`src/rtl/dircc_types_pkg.sv`:
```
// Shared DiRCC packet types and the packet-to-beat layout used by both the
// Avalon-ST transmitter and receiver.
package dircc_types_pkg;

  localparam int unsigned DIRCC_WORD_WIDTH   = 32;
  localparam int unsigned DIRCC_PACKET_WORDS = 8;
  localparam int unsigned DIRCC_EMPTY_WIDTH  = 2;
  localparam int unsigned DIRCC_IDX_WIDTH    = $clog2(DIRCC_PACKET_WORDS);

  typedef logic [DIRCC_WORD_WIDTH-1:0] word_t;
  typedef logic [DIRCC_IDX_WIDTH-1:0]  idx_t;

  localparam idx_t DIRCC_IDX_LAST = idx_t'(DIRCC_PACKET_WORDS - 1);

  typedef struct packed {
    logic [31:0] hw_addr;
    logic [15:0] sw_addr;
    logic [6:0]  port;
    logic        flag;
  } address_t;

  typedef struct packed {
    address_t     dest_addr;
    address_t     src_addr;
    logic [31:0]  lamport;
    logic [95:0]  data;
  } packet_t;

  typedef enum logic [0:0] {StIdle, StSend} tx_state_e;

  // Beat idx of a packet; the receiver parses exactly this layout.
  function automatic word_t dircc_packet_word(input packet_t pkt, input idx_t idx);
    word_t word;
    word = '0;
    case (idx)
      3'd0:    word = pkt.dest_addr.hw_addr;
      3'd1:    word = {pkt.dest_addr.sw_addr, pkt.dest_addr.port, pkt.dest_addr.flag, 8'h00};
      3'd2:    word = pkt.src_addr.hw_addr;
      3'd3:    word = {pkt.src_addr.sw_addr, pkt.src_addr.port, pkt.src_addr.flag, 8'h00};
      3'd4:    word = pkt.lamport;
      3'd5:    word = pkt.data[31:0];
      3'd6:    word = pkt.data[63:32];
      default: word = pkt.data[95:64];
    endcase
    return word;
  endfunction

endpackage

```
`src/rtl/dircc_avalon_st_packet_transmitter_if.sv`:
```
// Avalon-ST 32-bit stream with packet framing; master is the data source.
interface dircc_avalon_st_packet_transmitter_if;
  import dircc_types_pkg::*;

  word_t                        data;
  logic                         valid;
  logic                         ready;
  logic                         startofpacket;
  logic                         endofpacket;
  logic [DIRCC_EMPTY_WIDTH-1:0] empty;

  modport master (
    output data, valid, startofpacket, endofpacket, empty,
    input  ready
  );

  modport slave (
    input  data, valid, startofpacket, endofpacket, empty,
    output ready
  );

endinterface

```
`src/rtl/dircc_avalon_st_packet_transmitter.sv`:
```
// Serialises one DiRCC packet into eight Avalon-ST beats; a new packet can be
// accepted in the same cycle the last beat fires so packets stream back-to-back.
module dircc_avalon_st_packet_transmitter
  import dircc_types_pkg::*;
(
  input  logic    clk,
  input  logic    reset,
  input  logic    booting,
  input  packet_t packet_data,
  input  logic    packet_valid,
  output logic    packet_ready,
  output logic    send_nearly_done,
  output logic    send_done,
  dircc_avalon_st_packet_transmitter_if.master st
);

  tx_state_e state_q, state_d;
  idx_t      idx_q, idx_d;
  packet_t   pkt_q, pkt_d;
  logic      send_done_q, send_done_d;

  logic sending;
  logic last_beat;
  logic fire;
  logic accept;

  assign sending   = (state_q == StSend);
  assign last_beat = sending && (idx_q == DIRCC_IDX_LAST);
  assign fire      = sending && st.ready;

  // Reset is folded in so nothing is accepted during the reset cycle.
  assign packet_ready = !reset && !booting && (!sending || (last_beat && st.ready));
  assign accept       = packet_valid && packet_ready;

  always_comb begin
    state_d     = state_q;
    idx_d       = idx_q;
    pkt_d       = pkt_q;
    send_done_d = fire && last_beat;
    if (accept) begin
      pkt_d   = packet_data;
      idx_d   = '0;
      state_d = StSend;
    end else if (fire) begin
      if (last_beat) begin
        idx_d   = '0;
        state_d = StIdle;
      end else begin
        idx_d = idx_q + idx_t'(1);
      end
    end
  end

  always_ff @(posedge clk) begin
    if (reset) begin
      state_q     <= StIdle;
      idx_q       <= '0;
      pkt_q       <= '0;
      send_done_q <= 1'b0;
    end else begin
      state_q     <= state_d;
      idx_q       <= idx_d;
      pkt_q       <= pkt_d;
      send_done_q <= send_done_d;
    end
  end

  assign st.valid         = sending;
  assign st.data          = sending ? dircc_packet_word(pkt_q, idx_q) : '0;
  assign st.startofpacket = sending && (idx_q == '0);
  assign st.endofpacket   = last_beat;
  assign st.empty         = '0;

  assign send_nearly_done = last_beat;
  assign send_done        = send_done_q;

endmodule

```
`src/flat_wrapper.sv`:
```
// flat-port wrapper written by rule: the top's interface ports become plain ports
module dircc_avalon_st_packet_transmitter_flat import dircc_types_pkg::*;
  (clk, reset, booting, packet_data, packet_valid, packet_ready, send_nearly_done, send_done, st_data, st_valid, st_startofpacket, st_endofpacket, st_empty, st_ready);
  dircc_avalon_st_packet_transmitter_if st_i ();
  input  logic clk;
  input  logic reset;
  input  logic booting;
  input  packet_t packet_data;
  input  logic packet_valid;
  output logic packet_ready;
  output logic send_nearly_done;
  output logic send_done;
  output wire logic [$bits(st_i.data)-1:0] st_data;
  output wire logic [$bits(st_i.valid)-1:0] st_valid;
  output wire logic [$bits(st_i.startofpacket)-1:0] st_startofpacket;
  output wire logic [$bits(st_i.endofpacket)-1:0] st_endofpacket;
  output wire logic [$bits(st_i.empty)-1:0] st_empty;
  input wire logic [$bits(st_i.ready)-1:0] st_ready;
  assign st_data = st_i.data;
  assign st_valid = st_i.valid;
  assign st_startofpacket = st_i.startofpacket;
  assign st_endofpacket = st_i.endofpacket;
  assign st_empty = st_i.empty;
  assign st_i.ready = st_ready;
  dircc_avalon_st_packet_transmitter u_core (.clk(clk), .reset(reset), .booting(booting), .packet_data(packet_data), .packet_valid(packet_valid), .packet_ready(packet_ready), .send_nearly_done(send_nearly_done), .send_done(send_done), .st(st_i));
endmodule
```
`config.mk`:
```
export PLATFORM = sky130hd
export DESIGN_NAME = dircc_avalon_st_packet_transmitter_flat
export DESIGN_NICKNAME = d
export VERILOG_FILES = /design/src/rtl/dircc_types_pkg.sv /design/src/rtl/dircc_avalon_st_packet_transmitter_if.sv /design/src/rtl/dircc_avalon_st_packet_transmitter.sv /design/src/flat_wrapper.sv
export SDC_FILE = /design/constraint.sdc
export NUM_CORES = 1
export LEC_CHECK = 0
export ABC_AREA = 1
export CORE_MARGIN = 2
export CORE_UTILIZATION = 50
export DETAILED_ROUTE_END_ITERATION = 7
export PLACE_DENSITY = 0.87
export SLEW_MARGIN = 20
export SYNTH_ARGS = -nofsm -noshare
export SYNTH_HDL_FRONTEND = slang
export SYNTH_SLANG_ARGS = --single-unit
```
`constraint.sdc`:
```
create_clock -name clk -period 3.7 [get_ports clk]
set_input_delay 0.555 -clock clk [delete_from_list [all_inputs] [get_ports clk]]
set_output_delay 0.555 -clock clk [all_outputs]
set_load 0.02 [all_outputs]
```
## Word-level counts from Yosys, hierarchy flattened

Index checks and enable logic that the tools add are counted.

- Add/subtract/negate cells: 1
- Eq/ne operators: 7
- Muxes and demuxes: 6
- Reduce and logical (&&, ||, !) cells: 17

Operators by type and width:

| operator | number |
|---|---|
| case mux 32 bit (7 select lines) | 1 |
| two-way mux 32 bit | 1 |
| equality test 3 bit, second input constant | 4 |
| logical AND 1 bit | 8 |
| equality test 3 x 2 -> 1 bit, second input constant | 2 |
| nonzero test 2 bit | 2 |
| adder 3 x 1 -> 3 bit, second input constant | 1 |
| equality test 3 x 1 -> 1 bit, second input constant | 1 |
| logical NOT 1 bit | 3 |
| logical NOT 3 bit | 1 |
| two-way mux 1 bit | 3 |
| two-way mux 3 bit | 1 |
| AND reduction 2 bit | 1 |
| OR reduction 2 bit | 1 |
| logical OR 1 bit | 1 |

- Bits in registers: 245
- Input bits: 245
- Output and inout bits: 40

## Depth between registers and ports, before layout

Gate-level depths: netlist of the first run.

- Depth in word-level cells: 8
- Depth in mapped cells: 11
- Gate-level depth less buffers: 8

## Worst setup path before layout of the first run

No wires, ideal clock.

- Path kind: reg2out
- From: register u_core.idx_q[2]
- To: output port st_data[0]
- Arrival: 2.156 ns
- Data required time: 3.145 ns
- Setup slack: 0.989 ns
- Stages on the path, launching flop included: 11
- Buffers on the path: 4
- Path through: dfxtp_1 > inv_1 > buf_2 > buf_1 > ha_1 > clkbuf_1 > nor2_1 > nand2_1 > clkbuf_1 > o21ai_0 > a21oi_1

- Cells in the longest elaborated chain, start to end: 3
- Elaborated cells between the ends (all ways): 9

RTL lines:

| element | RTL line | source |
|---|---|---|
| start: declaration | dircc_avalon_st_packet_transmitter.sv:18 | `idx_t idx_q, idx_d;` |
| start signal: assignment | dircc_avalon_st_packet_transmitter.sv:62 | `idx_q <= idx_d;` |
| equality test 3 bit, or another cell as far along | dircc_types_pkg.sv:35 | `case (idx)` |
| case mux 32 bit (7 select lines) (*) | dircc_types_pkg.sv:35 |  |
| two-way mux 32 bit (*) | dircc_avalon_st_packet_transmitter.sv:69 | `assign st.data = sending ? dircc_packet_word(pkt_q, idx_q) : '0;` |
| end: declaration | flat_wrapper.sv:13 | `output wire logic [$bits(st_i.data)-1:0] st_data;` |

Mark *: on every way between the ends. The rest lies on a longest branch, timed or not.

## Worst setup path in the final report of the first run

- From: register u_core.idx_q[0]
- To: output port st_data[1]

The elaborated chain is that of the path after synthesis.

==> impl_metrics.env, run 1 <==
export IMPL_rsz0062_at_grt="yes"
export IMPL_die_w_um=176
export IMPL_grt_overflow_total=0
export IMPL_fp_row_count=62
export IMPL_max_cap_violations=0
export IMPL_synthTopCellsByArea="dfxtp_1, inv_1, nand2_1"
export IMPL_vias=15600
export IMPL_first_iter_violations=1680
export IMPL_combPwrFrac=0.164
export IMPL_cts_buffers=27
export IMPL_place_gp_congestion=0.912
export IMPL_cts_setup_buffers=0
export IMPL_swShare=0.272
export IMPL_coreArea_mm2=0.0289
export IMPL_start_kind="register"
export IMPL_synth_distinct_cells=20
export IMPL_ioPinCount=285
export IMPL_fin_area_mm2=0.0185
export IMPL_hold_slack_ns=0.511
export IMPL_critical_path_buf_inv_count=2
export IMPL_peakVddDrop_mv=0.277
export IMPL_portBuffers=282
export IMPL_hold_violations=0
export IMPL_critical_path_top_delay_family="buffers and inverters"
export IMPL_area_growth_pct=25.8
export IMPL_path_max_fanout=41
export IMPL_nNetsFinal=2995
export IMPL_ant_nets=0
export IMPL_seq_power_share=0.436
export IMPL_min_path_type="register to register"
export IMPL_clock_sinks=245
export IMPL_syn_inst=2589
export IMPL_seq_area_frac_synth=0.333
export IMPL_antenna_cells=0
export IMPL_worstPathRequired_ns=3.14
export IMPL_grt_pass1_wl_um=73800
export IMPL_dp_hpwl_um=33000
export IMPL_path_class="register to output pin"
export IMPL_crit_path_top_delay_cell="clkdlybuf4s50_1"
export IMPL_dpl_instance_area_mm2=0.0177
export IMPL_track_usage=0.297
export IMPL_clock_path_buffers=3
export IMPL_htree_levels=1
export IMPL_worstPathArrival_ns=3.09
export IMPL_antenna_found_initial=0
export IMPL_pwr_share_clk=0.399
export IMPL_tightest_slew_ns=0.909
export IMPL_drc=0
export IMPL_tritoncts="done"
export IMPL_crit_chain="ha_2 > buf_12 > nand2_1 > o21ai_1 > nor2_1 > a21oi_1 > clkdlybuf4s50_1"
export IMPL_grt_max_degree=155
export IMPL_reg2reg_from="u_core.idx_q[2]$_SDFFE_PP0P_"
export IMPL_avgViaCountPerCell=4.95
export IMPL_leakagePower_nw=9.85
export IMPL_initial_core_util=0.511
export IMPL_synth_top_cell_by_area="dfxtp_1"
export IMPL_setup_violations=0
export IMPL_syn_area_mm2=0.0147
export IMPL_clock_latency_ns=0.55
export IMPL_n_fill_cell=2630
export IMPL_hp_start="u_core.pkt_q[66]$_SDFFE_PP0P_"
export IMPL_layout_drive_gt1_share=0.0293
export IMPL_synth_top_cell_area_share=0.333
export IMPL_period_share=0.984
export IMPL_relSlewSlack=0.394
export IMPL_power_density_mw_per_mm2=355
export IMPL_grt_pass1_vias=14100
export IMPL_cts_reportedPaths_clkPinSlew_ns=0.06
export IMPL_root_buffer="clkbuf_16"
export IMPL_fin_skew_ns=0.0245
export IMPL_fin_crit_ns=3.64
export IMPL_yosys_warnings=0
export IMPL_critPathMaxStageDelay_ns=0.65
export IMPL_end_kind="output pin"
export IMPL_avgSynthCellArea_um2=5.69
export IMPL_fmax_ghz=0.275
export IMPL_outcome="finished clean"
export IMPL_tns_ns=0
export IMPL_p_int_mw=4.80
export IMPL_die_area_mm2=0.0309
export IMPL_wl_per_cell_um=15.0
export IMPL_switching_power_mw=1.79
export IMPL_fp_dieH_um=176
export IMPL_final_max_slew_viol_count=0
export IMPL_r2r_slack_ns=0.87
export IMPL_wl_um=47100
export IMPL_ys_ff_latch=245
export IMPL_startpoint="u_core.idx_q[0]$_SDFFE_PP0P_"
export IMPL_dr_pass1_iters=6
-- final timing paths --
kind	end	depth (start not counted)
worst max-delay path	st_data[1]	7
worst min-delay path	u_core.pkt_q[66]$_SDFFE_PP0P_	4
worst max register to register	u_core.pkt_q[149]$_SDFFE_PP0P_	9
worst min register to register	u_core.pkt_q[66]$_SDFFE_PP0P_	4
-- registers in the layout, summed over array words and instances (netlist names) --
signal and count:
u_core.pkt_q 240, u_core.idx_q 3, u_core.send_done 1, u_core.st.valid 1
-- what timing repair did --
item	in CTS	in global routing
hold buffers	0	0
hold endpoints to repair	0	0
gates resized for setup	3	4
endpoints found under the setup margin	4	10
-- through the flow --
stage | utilization | instances | setup WS [ns] | total power [mW]
global route | 0.642 | 3146 | -0.0643 | 6.88
detailed placement | 0.612 | 3099 | 0.532 | 3.99
finish | 0.642 | 3146 | 0.0580 | 6.59
CTS | 0.642 | 3146 | 0.00959 | 6.61
global placement | 0.612 | 3099 | 0.565 | 3.97
floorplan | - | 2590 | 0.989 | 3.52
-- power by group through the flow --
stage / registers, mW / logic (mW) / clock network (mW)
after floorplan: 2.88 / 0.635 / 0
after global placement: 2.92 / 1.05 / 0
after detailed placement: 2.92 / 1.07 / 0
after CTS: 2.87 / 1.08 / 2.67
after global routing: 2.88 / 1.22 / 2.77
final: 2.87 / 1.08 / 2.63
-- cell usage in the layout (no fill, tap or decap), types with 2 or more instances in the layout --
cell type,n
dfxtp_1,244
buf_12,11
inv_1,734
nand3_1,154
clkdlybuf4s50_1,279
inv_6,2
nor2_1,303
o21ai_0,44
nor3_1,2
conb_1,2
clkinv_2,4
buf_4,15
clkbuf_1,4
nand4_1,240
clkbuf_16,27
ha_2,3
clkbuf_8,11
a21oi_1,36
o21ai_1,4
ha_1,3
nand2_1,631
-- cells in the mapped netlist (all sizes together) --
master,number
a21oi,36
conb,1
nand3,155
a21boi,1
ha,6
inv,736
o21ai,48
nand4,240
buf,85
nor3,2
dfxtp,245
clkbuf,97
nand2,633
nor2,304
-- worst reg2reg max path, cell delays in order (launching register included) --
cell and delay (ns):
dfxtp_2 0.32, buf_4 0.28, ha_1 0.37, nand3_1 0.26
nand2_8 0.24, nand3_4 0.18, buf_4 0.72, nand2_1 0.22
inv_1 0.09, nor2_1 0.04
-- metal layers --
layer  track usage  part of all wire  up-vias
met4        0.0671             0.021        0
li1              -                 -     7937
met1         0.443              0.46     6919
met3        0.0515             0.097       62
met5             0                 0        -
met2         0.444              0.42      654
-- logic make-up (layout without fill, tap and decap cells) --
group / after synthesis / in the layout / synth area share
DFF: 245 / 245 / 0.333
other: 1 / 2 / 0.000254
buffers and inverters: 918 / 1090 / 0.238
AOI/OAI and AO/OA: 85 / 85 / 0.0290
adders and majority gates: 6 / 6 / 0.00509
and+or+nand+nor: 1334 / 1334 / 0.395
-- layout make-up --
class | instances | area [µm²] | share of cell area
multi-input cells | 1427 | 6360 | 0.343
flip-flops and latches | 245 | 4910 | 0.265
repair buffers | 307 | 3150 | 0.170
inverters | 736 | 2770 | 0.149
clock buffers | 41 | 828 | 0.0447
well taps | 384 | 480 | 0.0259
clock inverters | 6 | 37.5 | 0.00202
No activity file was read; power rests on OpenSTA's default activity.
==> run 2, diff against run 1 <==
--- a/config.mk
+++ b/config.mk
@@ -8,7 +8,9 @@
 export ABC_AREA = 1
 export CORE_MARGIN = 2
 export CORE_UTILIZATION = 50
+export CTS_BUF_LIST = sky130_fd_sc_hd__clkbuf_8 sky130_fd_sc_hd__clkbuf_16
 export DETAILED_ROUTE_END_ITERATION = 7
+export MAX_ROUTING_LAYER = met4
 export PLACE_DENSITY = 0.87
 export SLEW_MARGIN = 20
 export SYNTH_ARGS = -nofsm -noshare
==> run 2 against run 1 <==
  * Register-to-register slack better by 0.21 ns
  * Wire length up 0.36%
  * Clock skew down 0.016 ns
  * Largest power group is now the clock network
  * Die area unchanged
  * Fmax up 1.8%
  * Highest routed layer unchanged
  * Critical path type unchanged
==> impl_metrics.env, run 2 (synthesis results as in run 1) <==
export IMPL_drc=0
export IMPL_worstPathArrival_ns=3.02
export IMPL_multi_input_area_mm2=0.00636
export IMPL_wl_um=47300
export IMPL_grt_overflow_total=0
export IMPL_peakVddDrop_mv=0.266
export IMPL_fp_row_count=62
export IMPL_first_iter_violations=1541
export IMPL_coreArea_mm2=0.0289
export IMPL_tritoncts="done"
export IMPL_clock_latency_ns=0.53
export IMPL_layout_drive_gt1_share=0.0301
export IMPL_grt_max_degree=241
export IMPL_tightest_slew_ns=1.12
export IMPL_top_regs="u_core.pkt_q (240), u_core.idx_q (3)"
export IMPL_seq_power_share=0.409
export IMPL_path_class="register to output pin"
export IMPL_dr_pass1_iters=5
export IMPL_seqCellArea_mm2=0.00491
export IMPL_place_gp_congestion=0.904
export IMPL_clock_sinks=245
export IMPL_final_core_util=0.647
export IMPL_ant_nets=0
export IMPL_area_growth_pct=26.6
export IMPL_ioPinCount=285
export IMPL_max_cap_violations=0
export IMPL_outcome="finished clean"
export IMPL_cts_setup_buffers=0
export IMPL_final_max_slew_viol_count=0
export IMPL_rsz0062_at_grt="yes"
export IMPL_switching_power_mw=1.80
export IMPL_die_w_um=176
export IMPL_cts_reportedPaths_clkPinSlew_ns=0.06
export IMPL_avgViaCountPerCell=4.98
export IMPL_power_density_mw_per_mm2=375
export IMPL_setup_violations=0
export IMPL_combPwrFrac=0.156
export IMPL_grt_pass1_wl_um=75100
export IMPL_setup_slack_ns=0.122
export IMPL_n_fill_cell=2639
export IMPL_swShare=0.257
export IMPL_final_common_cell="inv_1"
export IMPL_worstPathRequired_ns=3.14
export IMPL_relSlewSlack=0.257
export IMPL_end_kind="output pin"
export IMPL_antenna_found_initial=2
export IMPL_hold_violations=0
export IMPL_fin_crit_ns=3.58
export IMPL_vias=15700
export IMPL_fmax_ghz=0.279
export IMPL_grt_pass1_vias=14400
export IMPL_largest_reg_flops=240
export IMPL_tns_ns=0
export IMPL_path_max_fanout=50
export IMPL_regMostFlops="u_core.pkt_q"
export IMPL_root_buffer="clkbuf_16"
export IMPL_dp_hpwl_um=31700
export IMPL_pwr_share_clk=0.435
export IMPL_final_cell_mix="inv_1, nand2_1, nor2_1"
export IMPL_die_area_mm2=0.0309
export IMPL_period_share=0.967
export IMPL_cts_resized=1
export IMPL_fin_skew_ns=0.00885
export IMPL_hold_buffers=0
export IMPL_portBuffers=282
export IMPL_leakagePower_nw=9.91
export IMPL_min_path_type="input pin to register"
export IMPL_fp_dieH_um=176
export IMPL_p_int_mw=5.19
export IMPL_nNetsFinal=2993
export IMPL_wl_per_cell_um=15.0
export IMPL_track_usage=0.308
export IMPL_place_ws_ns=0.508
export IMPL_start_kind="register"
export IMPL_clock_path_buffers=3
export IMPL_htree_levels=1
export IMPL_cts_buffers=27
export IMPL_initial_core_util=0.511
run 2: metal layers:
layer  global-route usage  routed length, µm  up-vias
li1                     -                  -     7931
met1                0.448              21700     6982
met2                0.454              20200      701
met3               0.0372               4240       69
met4               0.0771               1090        0
met5                    -                  0        -
run 2: layout make-up:
cell class / count / area share
inverter: 736 / 0.148
timing repair buffer: 305 / 0.167
antenna: 2 / 0.000268
clock inverter: 16 / 0.0138
tap: 384 / 0.0258
clock buffer: 33 / 0.0406
sequential: 245 / 0.263
multi-input combinational: 1427 / 0.341
run 2: critical path, stage by stage (launching register included):
cell,delay (ns)
dfxtp_1,0.34
inv_1,0.11
ha_2,0.31
buf_8,0.39
nand3_1,0.24
nand2_1,0.15
nor2_1,0.08
a21oi_1,0.22
clkdlybuf4s50_1,0.64
run 2: final timing paths:
kind,from,endpoint,slack (ns),cells past startpoint
setup / recovery,u_core.idx_q[0]$_SDFFE_PP0P_,st_data[15],0.12,8
hold / removal,packet_valid,u_core.pkt_q[182]$_SDFFE_PP0P_,0.49,4
setup reg to reg,u_core.idx_q[2]$_SDFFE_PP0P_,u_core.idx_q[1]$_SDFFE_PP0P_,1.08,8
hold reg to reg,u_core.pkt_q[236]$_SDFFE_PP0P_,u_core.pkt_q[236]$_SDFFE_PP0P_,0.51,4
run 2: power groups by stage:
stage	Sequential [mW]	Clock, mW	Combinational [mW]
2_1_floorplan	2.88	0	0.635
3_3_place_gp	2.91	0	1.06
3_5_place_dp	2.91	0	1.07
4_1_cts	2.86	3.07	1.09
5_1_grt	2.87	3.18	1.23
6_report	2.86	3.04	1.09
run 2: through the flow:
stage | total power, mW | area (µm²) | cells | hold slack [ns]
4_1_cts | 7.02 | 18600 | 3146 | 0.474
5_1_grt | 7.28 | 18700 | 3148 | 0.518
3_3_place_gp | 3.97 | 17600 | 3097 | 0.493
3_5_place_dp | 3.99 | 17600 | 3097 | 0.495
6_report | 6.99 | 18700 | 3148 | 0.493
2_1_floorplan | 3.52 | 14700 | 2590 | 0.474
==> run 3, diff against run 2 <==
--- a/config.mk
+++ b/config.mk
@@ -6,7 +6,7 @@
 export NUM_CORES = 1
 export LEC_CHECK = 0
 export ABC_AREA = 1
-export CORE_MARGIN = 2
+export CORE_MARGIN = 5
 export CORE_UTILIZATION = 50
 export CTS_BUF_LIST = sky130_fd_sc_hd__clkbuf_8 sky130_fd_sc_hd__clkbuf_16
 export DETAILED_ROUTE_END_ITERATION = 7
==> constraint.sdc (replaced) <==
create_clock -name clk -period 4.4 [get_ports clk]
set_input_delay 0.66 -clock clk [delete_from_list [all_inputs] [get_ports clk]]
set_output_delay 0.66 -clock clk [all_outputs]
set_load 0.02 [all_outputs]
==> run 3 against run 2 <==
  * Largest power group is now sequential cells
  * Die area is 6.9% higher
  * Sequential power is 16% lower
  * Setup slack better by 0.20 ns
  * Clock power is 27% lower
  * Critical path depth is 1 higher
  * Register-to-register slack worse by 0.12 ns
  * Hold slack better by 0.017 ns
  * Highest routed layer unchanged
  * Sequential share of layout area is 0.37 points higher
  * Via count is 1.2% higher
==> impl_metrics.env, run 3 (synthesis results as in run 1) <==
export IMPL_worstPathRequired_ns=3.74
export IMPL_fp_row_count=62
export IMPL_critical_path_buf_inv_count=3
export IMPL_root_buffer="clkbuf_16"
export IMPL_ioPinCount=285
export IMPL_avgViaCountPerCell=5.05
export IMPL_nNetsFinal=2990
export IMPL_final_max_slew_viol_count=0
export IMPL_start_kind="register"
export IMPL_rsz0062_at_grt="no"
export IMPL_critPathMaxStageDelay_ns=0.64
export IMPL_fin_skew_ns=0.0257
export IMPL_grt_pass1_vias=14600
export IMPL_layout_cells_non_filler=3143
export IMPL_period_share=0.927
export IMPL_combPwrFrac=0.164
export IMPL_switching_power_mw=1.52
export IMPL_cts_buffers=26
export IMPL_area_growth_pct=24.9
export IMPL_layout_drive_gt1_share=0.0272
export IMPL_ant_nets=0
export IMPL_drc=0
export IMPL_fin_area_mm2=0.0184
export IMPL_vias=15900
export IMPL_fin_crit_ns=4.08
export IMPL_pwr_share_clk=0.402
export IMPL_worstPathArrival_ns=3.42
export IMPL_regMostFlops="u_core.pkt_q"
export IMPL_fp_dieH_um=182
export IMPL_relSlewSlack=0.179
export IMPL_swShare=0.275
export IMPL_dpl_instance_area_mm2=0.0175
export IMPL_clock_path_buffers=3
export IMPL_track_usage=0.289
export IMPL_seq_power_share=0.434
export IMPL_power_density_mw_per_mm2=302
export IMPL_path_max_fanout=42
export IMPL_place_inst=3095
export IMPL_portBuffers=282
export IMPL_dr_pass1_iters=6
export IMPL_die_area_mm2=0.0330
export IMPL_crit_path_frequent_cell="ha_1"
export IMPL_setup_violations=0
export IMPL_top_regs="u_core.pkt_q (240), u_core.idx_q (3)"
export IMPL_cts_resized=0
export IMPL_final_cell_mix="inv_1, nand2_1, nor2_1"
export IMPL_cts_reportedPaths_clkPinSlew_ns=0.06
export IMPL_crit_chain="ha_1 > ha_1 > nor2_1 > nand2_2 > buf_4 > o21ai_0 > inv_1 > a21oi_1 > clkdlybuf4s50_1"
export IMPL_hold_buffers=0
export IMPL_tritoncts="done"
export IMPL_path_class="register to output pin"
export IMPL_fmax_ghz=0.245
export IMPL_wl_per_cell_um=15.5
export IMPL_clock_sinks=245
export IMPL_dp_hpwl_um=33200
export IMPL_wl_um=48600
export IMPL_cts_setup_buffers=0
export IMPL_coreArea_mm2=0.0289
export IMPL_peakVddDrop_mv=0.260
export IMPL_grt_pass1_wl_um=76900
export IMPL_largest_reg_flops=240
export IMPL_initial_core_util=0.509
export IMPL_first_iter_violations=1823
export IMPL_place_gp_congestion=0.916
export IMPL_min_path_type="register to register"
export IMPL_max_cap_violations=0
export IMPL_outcome="finished clean"
export IMPL_grt_overflow_total=0
export IMPL_grt_max_degree=242
export IMPL_tns_ns=0
export IMPL_clock_latency_ns=0.55
export IMPL_die_w_um=182
export IMPL_htree_levels=1
export IMPL_crit_path_top_delay_cell="clkdlybuf4s50_1"
export IMPL_critical_path_top_delay_family="buffers and inverters"
export IMPL_hold_violations=0
export IMPL_antenna_found_initial=1
export IMPL_p_int_mw=4.02
export IMPL_leakagePower_nw=9.82
export IMPL_end_kind="output pin"
export IMPL_final_common_cell="inv_1"
export IMPL_tightest_slew_ns=1.23
-- run 3: power by group through the flow --
| stage | sequential (mW) | combinational (mW) | clock, mW |
|---|---|---|---|
| floorplan | 2.43 | 0.534 | 0 |
| global placement | 2.45 | 0.877 | 0 |
| detailed placement | 2.45 | 0.895 | 0 |
| CTS | 2.41 | 0.903 | 2.25 |
| global route | 2.42 | 1.02 | 2.34 |
| finish | 2.41 | 0.908 | 2.23 |
-- run 3: per-stage QoR --
step | setup WS [ns] | hold slack (ns) | total power [mW] | util
global route | 0.135 | 0.531 | 5.78 | 0.636
finish | 0.321 | 0.511 | 5.55 | 0.636
floorplan | 1.58 | 0.474 | 2.96 | -
detailed placement | 0.954 | 0.497 | 3.35 | 0.606
CTS | 0.365 | 0.509 | 5.56 | 0.636
global placement | 1.10 | 0.488 | 3.33 | 0.606
-- run 3: worst paths after layout --
| path | from | slack (ns) | depth (start not counted) | endpoint |
|---|---|---|---|---|
| worst max register to register | u_core.idx_q[2]$_SDFFE_PP0P_ | 0.96 | 8 | u_core.pkt_q[151]$_SDFFE_PP0P_ |
| worst min register to register | u_core.pkt_q[190]$_SDFFE_PP0P_ | 0.51 | 4 | u_core.pkt_q[190]$_SDFFE_PP0P_ |
| worst min-delay path | u_core.pkt_q[190]$_SDFFE_PP0P_ | 0.51 | 4 | u_core.pkt_q[190]$_SDFFE_PP0P_ |
| worst max-delay path | u_core.idx_q[0]$_SDFFE_PP0P_ | 0.32 | 9 | st_data[4] |
-- run 3: layout make-up --
class	instances	area (µm²)
inverters	736	2770
multi-input cells	1427	6360
fillers	2676	10500
well taps	384	480
clock inverters	15	129
flip-flops and latches	245	4910
diodes	1	2.50
repair buffers	303	3020
clock buffers	32	733
-- run 3: worst reg2reg max path, delay by kind of cell, from the launching register on --
family | cells | cell delay (ns)
flops | 1 | 0.33
simple gates | 5 | 1.35
fa+ha+maj | 1 | 0.42
buf+inv | 2 | 1.22
-- run 3: layer usage --
metal / global-route usage / wire length (µm) / vias to the layer above
li1: - / - / 7915
met1: 0.424 / 22300 / 7192
met2: 0.422 / 20700 / 701
met3: 0.0428 / 4500 / 59
met4: 0.0615 / 1020 / 0
met5: - / 0 / -
